[config.mk]
export PLATFORM = sky130hd
export DESIGN_NAME = register_read_issue
export DESIGN_NICKNAME = d
export VERILOG_FILES = /design/src/rtl/register_read_issue_pkg.sv /design/src/rtl/register_read_issue_reg_scoreboard.sv /design/src/rtl/register_read_issue.sv
export SDC_FILE = /design/constraint.sdc
export NUM_CORES = 1
export LEC_CHECK = 0
export BUFFER_PORTS_ARGS = -buffer_cell sky130_fd_sc_hd__buf_2
export CORE_AREA = 4 4 110 60
export CTS_CLUSTER_DIAMETER = 50
export DETAILED_ROUTE_END_ITERATION = 7
export DIE_AREA = 0 0 114 64
export PLACE_DENSITY = 0.83
export SLEW_MARGIN = 5
export SYNTH_ARGS = -nofsm -noshare
export SYNTH_HDL_FRONTEND = slang
export SYNTH_SLANG_ARGS = --single-unit
[constraint.sdc]
create_clock -name clock -period 4.1 [get_ports clock]
set_input_delay 0.205 -clock clock [delete_from_list [all_inputs] [get_ports clock]]
set_output_delay 0.205 -clock clock [all_outputs]
set_load 0.1 [all_outputs]
[src/rtl/register_read_issue_pkg.sv]
// Shared types for the register read/issue stage and the 16 x 4-bit register file write side.
// Optional hazard-stall statistics are enabled with the READER_STATS_EN macro.
package register_read_issue_pkg;

   localparam int REG_W = 4;
   localparam int NREG  = 16;
   localparam int IDX_W = 4;

   typedef logic [IDX_W-1:0] reg_idx_t;
   typedef logic [REG_W-1:0] reg_data_t;
   typedef logic [NREG-1:0]  load_bus_t;

endpackage

[src/rtl/register_read_issue_reg_scoreboard.sv]
// Pending-write scoreboard: one busy bit per register, cleared by write-back, set by issue.
// A set and a clear of the same bit in one cycle leaves it set (new producer in flight).
module reg_scoreboard
   import register_read_issue_pkg::*;
(
   input  logic      clock,
   input  logic      reset,
   input  logic      set_en,
   input  reg_idx_t  set_idx,
   input  load_bus_t clr,
   output load_bus_t busy
);

   load_bus_t set_mask;

   always_comb begin
      set_mask = '0;
      if (set_en) set_mask = load_bus_t'(1) << set_idx;
   end

   always_ff @(posedge clock) begin
      if (reset) busy <= '0;
      else       busy <= (busy & ~clr) | set_mask;
   end

endmodule

[src/rtl/register_read_issue.sv]
// Register read/issue stage: operand select with write-back bypass, RAW/WAW stall on the
// scoreboard, and a registered valid/ready operand slot. READER_STATS_EN adds stall_cnt.
module register_read_issue
   import register_read_issue_pkg::*;
#(
   parameter int WIDTH = REG_W,
   parameter int NREG  = 16
`ifdef READER_STATS_EN
   ,
   parameter int CNT_W = 8
`endif
)(
   input  logic                  clock,
   input  logic                  reset,
   input  logic [NREG*WIDTH-1:0] q_all,
   input  load_bus_t             wb_load,
   input  logic [WIDTH-1:0]      wb_d,
   input  logic                  req_valid,
   output logic                  req_ready,
   input  reg_idx_t              rs_a,
   input  reg_idx_t              rs_b,
   input  reg_idx_t              rd,
   input  logic                  rd_en,
   output logic                  op_valid,
   input  logic                  op_ready,
   output logic [WIDTH-1:0]      op_a,
   output logic [WIDTH-1:0]      op_b,
   output reg_idx_t              op_rd,
   output logic                  op_rd_en
`ifdef READER_STATS_EN
   ,
   output logic [CNT_W-1:0]      stall_cnt
`endif
);

   load_bus_t        busy;
   logic [WIDTH-1:0] val_a;
   logic [WIDTH-1:0] val_b;
   logic             hazard;
   logic             slot_free;
   logic             fire;

   // Write-back in the same cycle both bypasses the value and resolves the hazard.
   always_comb begin
      val_a     = wb_load[rs_a] ? wb_d : q_all[int'(rs_a)*WIDTH +: WIDTH];
      val_b     = wb_load[rs_b] ? wb_d : q_all[int'(rs_b)*WIDTH +: WIDTH];
      hazard    = (busy[rs_a] & ~wb_load[rs_a])
                | (busy[rs_b] & ~wb_load[rs_b])
                | (rd_en & busy[rd] & ~wb_load[rd]);
      slot_free = ~op_valid | op_ready;
      req_ready = slot_free & ~hazard;
      fire      = req_valid & req_ready;
   end

   reg_scoreboard u_sb (
      .clock   (clock),
      .reset   (reset),
      .set_en  (fire & rd_en),
      .set_idx (rd),
      .clr     (wb_load),
      .busy    (busy)
   );

   always_ff @(posedge clock) begin
      if (reset) begin
         op_valid <= 1'b0;
         op_a     <= '0;
         op_b     <= '0;
         op_rd    <= '0;
         op_rd_en <= 1'b0;
      end else if (fire) begin
         op_valid <= 1'b1;
         op_a     <= val_a;
         op_b     <= val_b;
         op_rd    <= rd;
         op_rd_en <= rd_en;
      end else if (op_ready) begin
         op_valid <= 1'b0;
      end
   end

`ifdef READER_STATS_EN
   always_ff @(posedge clock) begin
      if (reset)
         stall_cnt <= '0;
      else if (req_valid & slot_free & hazard & ~&stall_cnt)
         stall_cnt <= stall_cnt + 1'b1;
   end
`endif

endmodule

### Word-level counts from Yosys, hierarchy flattened

Index checks and enable logic that the tools add are counted.
W data, S select, Z words.

| word-level totals | value |
|---|---|
| bits in registers | 30 |
| input bits | 101 |

| cells by class | value |
|---|---|
| $lt $le $gt $ge | 3 |
| shifts and indexed selects | 3 |
| multiplexer cells | 17 |
| bitwise operators | 18 |
| reduce and logical (&&, ||, !) cells | 1 |

Operators with widths:

| kind | count |
|---|---|
| $shiftx A64 B7 Y4 | 2 |
| $bmux W1 S4 | 6 |
| $and A16 B16 Y16 | 1 |
| $mux W16 | 1 |
| $not A16 Y16 | 1 |
| $or A16 B16 Y16 | 1 |
| $shl A1 B4 Y16 const A | 1 |
| $lt A4 B5 Y1 const B | 3 |
| $mux W1 | 8 |
| $mux W4 | 2 |
| $and A1 B1 Y1 | 7 |
| $not A1 Y1 | 5 |
| $or A1 B1 Y1 | 3 |
| $reduce_bool A2 Y1 | 1 |

### Longest topological paths before layout

Gate-level depths: netlist of run 1.

| logic depth | value |
|---|---|
| depth in word-level cells | 12 |
| gate-level depth with buffers | 10 |

### Hierarchy

A second synthesis of run 1 with hierarchy kept.

| second synthesis, totals | value |
|---|---|
| cell total of the unflattened synthesis | 267 |
| area, all modules | 3052.9 um^2 |

By module, submodules not included:

| module | instances | cells an instance | area each (um^2) |
|---|---|---|---|
| register_read_issue | 1 | 209 | 2448.6 |
| reg_scoreboard | 1 | 58 | 604.3 |

### Least setup slack after synthesis of run 1

OpenSTA, ideal clock, no wires.

| timing | value |
|---|---|
| path type | register to output |
| start | register u_sb.busy[2] |
| end | output port req_ready |
| arrival | 3.640 ns |
| data required time | 3.895 ns |
| path slack | 0.255 ns |
| stages on the path, launching flop included | 8 |
| buffers on the path | 2 |
| path through | dfxtp_1 > nor2b_1 > mux4_2 > o2111ai_1 > o21ai_0 > clkbuf_1 > clkbuf_1 > nor3_1 |

| between the ends | value |
|---|---|
| cells in the longest elaborated chain, start to end | 7 |
| elaborated cells on any way between the ends | 14 |
| those cells by class | mux (6); bitwise (8) |

Ends and longest elaborated chain:

| what | RTL line | text |
|---|---|---|
| start, declared | register_read_issue_reg_scoreboard.sv:11 | `output load_bus_t busy` |
| start signal, assigned | register_read_issue_reg_scoreboard.sv:23 | `else busy <= (busy & ~clr) \| set_mask;` |
| $bmux W1 S4 (on tied branches) | register_read_issue.sv:47, register_read_issue.sv:48, register_read_issue.sv:49 |  |
| $mux W1 (on tied branches) | register_read_issue.sv:47, register_read_issue.sv:48, register_read_issue.sv:49 |  |
| $and A1 B1 Y1 (on tied branches) | register_read_issue.sv:47, register_read_issue.sv:48, register_read_issue.sv:49 |  |
| $or A1 B1 Y1 / $and A1 B1 Y1 (equally long branches) | register_read_issue.sv:48, register_read_issue.sv:49 |  |
| $or A1 B1 Y1 (*) | register_read_issue.sv:49 | `\| (rd_en & busy[rd] & ~wb_load[rd]);` |
| $not A1 Y1 (*) | register_read_issue.sv:51 | `req_ready = slot_free & ~hazard;` |
| $and A1 B1 Y1 (*) | register_read_issue.sv:51 |  |
| end, declared | register_read_issue.sv:19 | `output logic req_ready,` |

Every way passes the cells marked *; elsewhere a longest branch is shown, timed or not. The select of a mux whose other input is x is not followed.

### Worst setup path after layout of run 1

| timing | value |
|---|---|
| start | register u_sb.busy[11] |
| end | output port req_ready |

Same word-level chain as after synthesis.

==> results of run 1 <==
[worst max path at each step]
stage | cells after the start | slack, ns | start | end
2_1_floorplan | 7 | 0.26 | u_sb.busy[2]$_SDFF_PP0_ | req_ready
3_3_place_gp | 9 | 1.11 | rs_a[1] | op_b[2]$_SDFFE_PP0P_
3_5_place_dp | 9 | 1.03 | rs_a[1] | op_b[1]$_SDFFE_PP0P_
4_1_cts | 7 | 1.19 | u_sb.busy[8]$_SDFF_PP0_ | req_ready
5_1_grt | 7 | 1.04 | u_sb.busy[11]$_SDFF_PP0_ | req_ready
6_report | 7 | 1.12 | u_sb.busy[11]$_SDFF_PP0_ | req_ready
[logic make-up after synthesis]
family,Yosys count
mux,67
simple gates,78
compound gates,57
flops,30
buf+inv,27
[routing by layer]
metal	global-route usage, %	up-vias	wire, um
met5	0	-	0
met4	5.19	0	223
met3	10.0	23	1370
met2	37.2	231	4000
met1	39.7	1402	4170
li1	-	1289	-
[placed cells by master (no fill, tap or decap), types with 4 or more instances in the layout]
cell type,instances
mux4_2,51
nand2_1,18
nor3_1,4
nor4_1,11
mux2_2,4
a31o_2,10
nor2b_1,20
a32o_1,5
o31ai_1,5
buf_4,5
nand3b_1,4
buf_2,115
nor2_1,4
nand2b_1,4
a22oi_1,20
o21ai_0,4
dfxtp_1,30
mux2i_1,11
clkbuf_16,5
[report_power, final]
part / total, W / internal [W] / switching (W)
logic: 0.000400 / 0.000155 / 0.000245
clock network: 0.000368 / 0.000240 / 0.000128
registers: 0.000313 / 0.000305 / 0.00000739
[per-stage QoR]
stage	power (W)	area, sq um	hold WS (ns)
global placement	0.000701	3550	0.466
finish	0.00108	3700	0.263
floorplan	0.000599	2970	0.356
global route	0.00112	3700	0.275
CTS	0.00108	3700	0.252
detailed placement	0.000711	3550	0.470
[sequential cells by signal (all words and copies together) (netlist names)]
signal,count
op_rd,4
op_b,4
op_valid,1
u_sb.busy,16
op_a,4
op_rd_en,1
[final cells by class]
cell class                      instances  area share (%)
Timing Repair Buffer                  120            16.6
Tap cell                               77            2.61
Sequential cell                        30            16.2
Multi-Input combinational cell        202            60.4
Inverter                                2           0.203
Clock buffer                            7            3.86
Clock inverter                          1           0.135
[worst register-to-register path, cell delays in order, from the launching register on]
cell	delay (ns)
dfxtp_1	0.32
nor2b_1	0.15
mux4_2	0.47
mux2i_1	0.20
o21ai_1	0.30
buf_4	0.28
or2_1	0.39
buf_4	0.26
a31o_2	0.25
==> metrics.cfg, run 1 <==
[layout]
area_delta_synth_final_pct=24.4
multi_input_area_sq_um=2230
final_cells=439
final_nets=462
drive_above_1_share_pct=55.5
postLayoutCoreUtil_pct=64.2
fillers=470
seqCellArea_sq_um=601
diodes=0

[setup_path]
r2r_slack_ns=1.37
r2r_end=op_b[1]$_SDFFE_PP0P_
slowest_stage=buf_2
crit_type=reg -> out
cp_slowest_stage_delay_ns=0.49
startpoint_type=flop
crit_chain=nor2b_1 -> mux4_2 -> mux2i_1 -> o21ai_1 -> buf_4 -> nor3_1 -> buf_2
cp_top_family=buffers and inverters
r2r-start=u_sb.busy[11]$_SDFF_PP0_
cp-end-kind=output pin
path_buf_inv=2
required_ns=3.89
cp_max_fo=11
reg2regPathDepth=8
arrival_ns=2.78

[yosys]
synth-xor-area-share_pct=0
async_flop_share_pct=0
synth-simple-area-share_pct=14.6
netlist_area_sq_um=2970
syn_nets=360
synth_adder_area_share_pct=0
synth_most_common_cell=mux4_2
synth_edf_count=0
synth_area_leaders=mux4_2, dfxtp_1, a22oi_1
synth_cell_types=38
synth_top_family_by_area=multiplexers
syn_area_per_cell_sq_um=11.5
synth_ff_type=dfxtp_1
synth.area.mux_share_pct=44.6
synth_commonest_cells=mux4_2, dfxtp_1, a22oi_1, nor2b_1, nand2_1
synth-seq-area-share_pct=20.2
synth_compound_area_share_pct=15.9
syn_inst=259
synth_seq_cells=30
yosys.area.top_type=mux4_2
synth.top_cell.area_share_pct=38.7
yosysWarningCount=0

[place]
pre_cts_slack_ns=1.03
portBuffers=115
gp_congestion=0.977
dp.cells=431
hpwl_um=7950

[cts]
ctsResizeCount=0
root_buffer=clkbuf_16
cts_tree=yes
clkTransAtPathRegs_ns=0.05
clock_latency_ns=0.28
cts_setup_buffers=0
cts.sinks=30
cts_buffers=5
ctsHoldBuffers=0
cts_max_level=2
ctsLongestPathBuffers=2

[timing]
fin_crit_sh_pct=72.8
setup_viol=0
worst_pin_slew_ns=0.749
finalWorstSetupSlack_ns=1.12
fmax_ghz=0.335
rsz0062_at_grt=no
drv_slew=0
layout_min_cycle_time_ns=2.98
finalClockSkew_ns=0.00637
tns_ns=0
relSlewSlack_pct=49.7
hold_violations=0

[hold_path]
worstHoldEndpoint=u_sb.busy[13]$_SDFF_PP0_
min_path_cells=3
worstHoldPathType=in -> reg
hold_path.startpoint=wb_load[13]

[pwr]
p_leak_nw=1.50
ir_drop_v=0.000208
power.density_nw_per_um2=292

[detailed_routing]
dr.pass1.iters=6
vias=2945
drc=0
post_drt_wl_per_cell_um=22.2
vias_per_cell=6.71
drt_iter0_drc=392
wirelength_um=9770
ant_nets=0

[flow_run]
max_cap_viol_count=0

[run_status]
status=finished, final reports clean

[floorplanning]
start_util_pct=51.6
die_w_um=114
die_y_um=64
num_rows=20
core-area_sq_um=5760
io_pins=116
dieArea_sq_um=7300

[grt]
grt_usage_pct=26.8
grt_pass1_wl_um=15100
grt_max_degree=29
antenna_found_initial=0
globalRouteOverflowTotal=0
grt_pass1_vias=2932

Power figures use the tool's default switching activity.
==> inputs of run 2 (changes only) <==
CORE_AREA = 4 4 120 65   (was 4 4 110 60)
DIE_AREA = 0 0 124 69   (was 0 0 114 64)
PLACE_DENSITY = 0.73   (was 0.83)
clock period = 2.71 ns   (was 4.1 ns; I/O delays follow)
==> metrics.cfg, run 2 (synthesized netlist as in run 1, its figures left out) <==
[detailed_routing]
wirelength_um=9980  ; +2.2%
vias=2941  ; -0.14%
ant_nets=0  ; unchanged
vias_per_cell=6.42  ; -4.3%
drc=0  ; unchanged
dr.pass1.iters=4  ; -2
drt_iter0_drc=276  ; -30%
post_drt_wl_per_cell_um=21.8  ; -2.1%

[setup_path]
required_ns=2.57  ; -1.32 ns
cp_max_fo=9  ; -2
crit_chain=nor2b_1 -> mux4_2 -> o2111ai_1 -> o21ai_1 -> buf_4 -> nor3_4 -> buf_2
arrival_ns=2.32  ; -0.46 ns
cp_top_family=buffers and inverters
path_buf_inv=2  ; unchanged
cp_slowest_stage_delay_ns=0.46  ; -0.03 ns
slowest_stage=mux4_2
startpoint_type=flop
crit_type=reg -> out
cp-end-kind=output pin

[cts]
ctsLongestPathBuffers=2  ; unchanged
cts_setup_buffers=0  ; unchanged
clock_latency_ns=0.27  ; about the same
cts_tree=yes
cts_buffers=5  ; unchanged
clkTransAtPathRegs_ns=0.05  ; about the same
ctsResizeCount=0  ; unchanged
root_buffer=clkbuf_16
ctsHoldBuffers=0  ; unchanged
cts_max_level=2  ; unchanged
cts.sinks=30  ; unchanged

[layout]
fillers=560  ; +19%
largest_reg_flops=16  ; unchanged
final_nets=466  ; +0.87%
diodes=0  ; unchanged
mostFrequentLayoutCells=buf_2, mux4_2, dfxtp_1
area_delta_synth_final_pct=26.4
drive_above_1_share_pct=56.3  ; +0.76 points
mostFrequentLayoutCell=buf_2
regMostFlops=u_sb.busy

[pwr]
p_seq_share_pct=29.0  ; about the same
internal_power_w=0.00106  ; +52%
power_frac_comb_pct=37.3  ; +0.3 points
power_switching_w=0.000563  ; +48%
ir_drop_v=0.000261  ; +25%
clkPwrFrac_pct=33.6  ; -0.5 points
p_leak_nw=1.53  ; +1.6%
power.density_nw_per_um2=433  ; +48%
finalPower_w=0.00163  ; +51%
sw_frac_of_total_pct=34.6  ; -0.57 points

[floorplanning]
dieArea_sq_um=8560  ; +17%
io_pins=116  ; unchanged
die_y_um=69  ; +7.8%
core-area_sq_um=6600  ; +15%
start_util_pct=45.1  ; -6.6 points
die_w_um=124  ; +8.8%
num_rows=21  ; +5.0%

[timing]
layout_min_cycle_time_ns=2.46
rsz0062_at_grt=no
hold_violations=0  ; unchanged
fmax_ghz=0.407
tns_ns=0  ; unchanged
drv_slew=0  ; unchanged
finalClockSkew_ns=0.00415  ; -0.00222 ns
setup_viol=0  ; unchanged
worst_pin_slew_ns=0.511  ; -0.238 ns
relSlewSlack_pct=65.9  ; +16 points
fin_crit_sh_pct=90.8

[grt]
globalRouteOverflowTotal=0  ; unchanged
grt_pass1_wl_um=15500  ; +2.8%
grt_usage_pct=23.2  ; -3.6 points
grt_pass1_vias=3002  ; +2.4%
grt_max_degree=29  ; unchanged
antenna_found_initial=0  ; unchanged

[place]
hpwl_um=8070  ; +1.5%
gp_congestion=0.964  ; -1.4%
portBuffers=115  ; unchanged

[hold_path]
worstHoldPathType=in -> reg

[run_status]
status=finished, final reports clean

[flow_run]
max_cap_viol_count=0  ; unchanged

## run 2: changes by cell type in the layout (fill, tap and decap cells not counted), sizes merged
cell,before,now
buf,120,124
## run 2: metrics by stage
step                      instances  instance area, sq um  hold slack (ns)  util [%]  worst slack [ns]
after global placement          450                  3610            0.461      54.7             0.362
after detailed placement        450                  3610            0.451      54.7             0.290
after floorplan                 259                  2980            0.286         -             0.178
after CTS                       458                  3760            0.177      57.0             0.248
final                           458                  3760            0.176      57.0             0.250
after global routing            458                  3760            0.209      57.0             0.119
## run 2: power by group through the flow
| stage | registers (W) | clock network [W] | logic, W |
|---|---|---|---|
| after global placement | 0.000480 | 0 | 0.000591 |
| after global routing | 0.000474 | 0.000570 | 0.000645 |
| after detailed placement | 0.000481 | 0 | 0.000602 |
| after floorplan | 0.000609 | 0 | 0.000299 |
| final | 0.000473 | 0.000547 | 0.000608 |
| after CTS | 0.000473 | 0.000551 | 0.000605 |
## run 2: routing by layer
layer	share of wire [%]	track usage, %	wire [um]	vias up
li1	-	-	-	1297
met1	40	30.4	3980	1471
met2	49	39.8	4890	154
met3	8.8	2.94	873	19
met4	2.3	6.92	231	0
met5	0	0	0	-
## run 2: final timing paths
kind | startpoint | to | slack [ns] | cells past startpoint
max reg2reg | u_sb.busy[7]$_SDFF_PP0_ | u_sb.busy[5]$_SDFF_PP0_ | 0.44 | 7
min | rd_en | op_rd_en$_SDFFE_PP0P_ | 0.18 | 3
max | u_sb.busy[0]$_SDFF_PP0_ | req_ready | 0.25 | 7
min reg2reg | op_a[0]$_SDFFE_PP0P_ | op_a[0]$_SDFFE_PP0P_ | 0.48 | 1
## run 2: area by class of cell
cell class | count | area, sq um | share of cell area (%)
Timing Repair Buffer | 124 | 643 | 17.1
Multi-Input combinational cell | 202 | 2240 | 59.7
Clock inverter | 1 | 5.00 | 0.133
Clock buffer | 7 | 143 | 3.80
Sequential cell | 30 | 601 | 16.0
Tap cell | 92 | 115 | 3.06
Inverter | 2 | 7.51 | 0.200
## run 2: worst min-delay path: stages
cell     delay [ns]
buf_2          0.13
nand2_1        0.05
o21ai_0        0.07
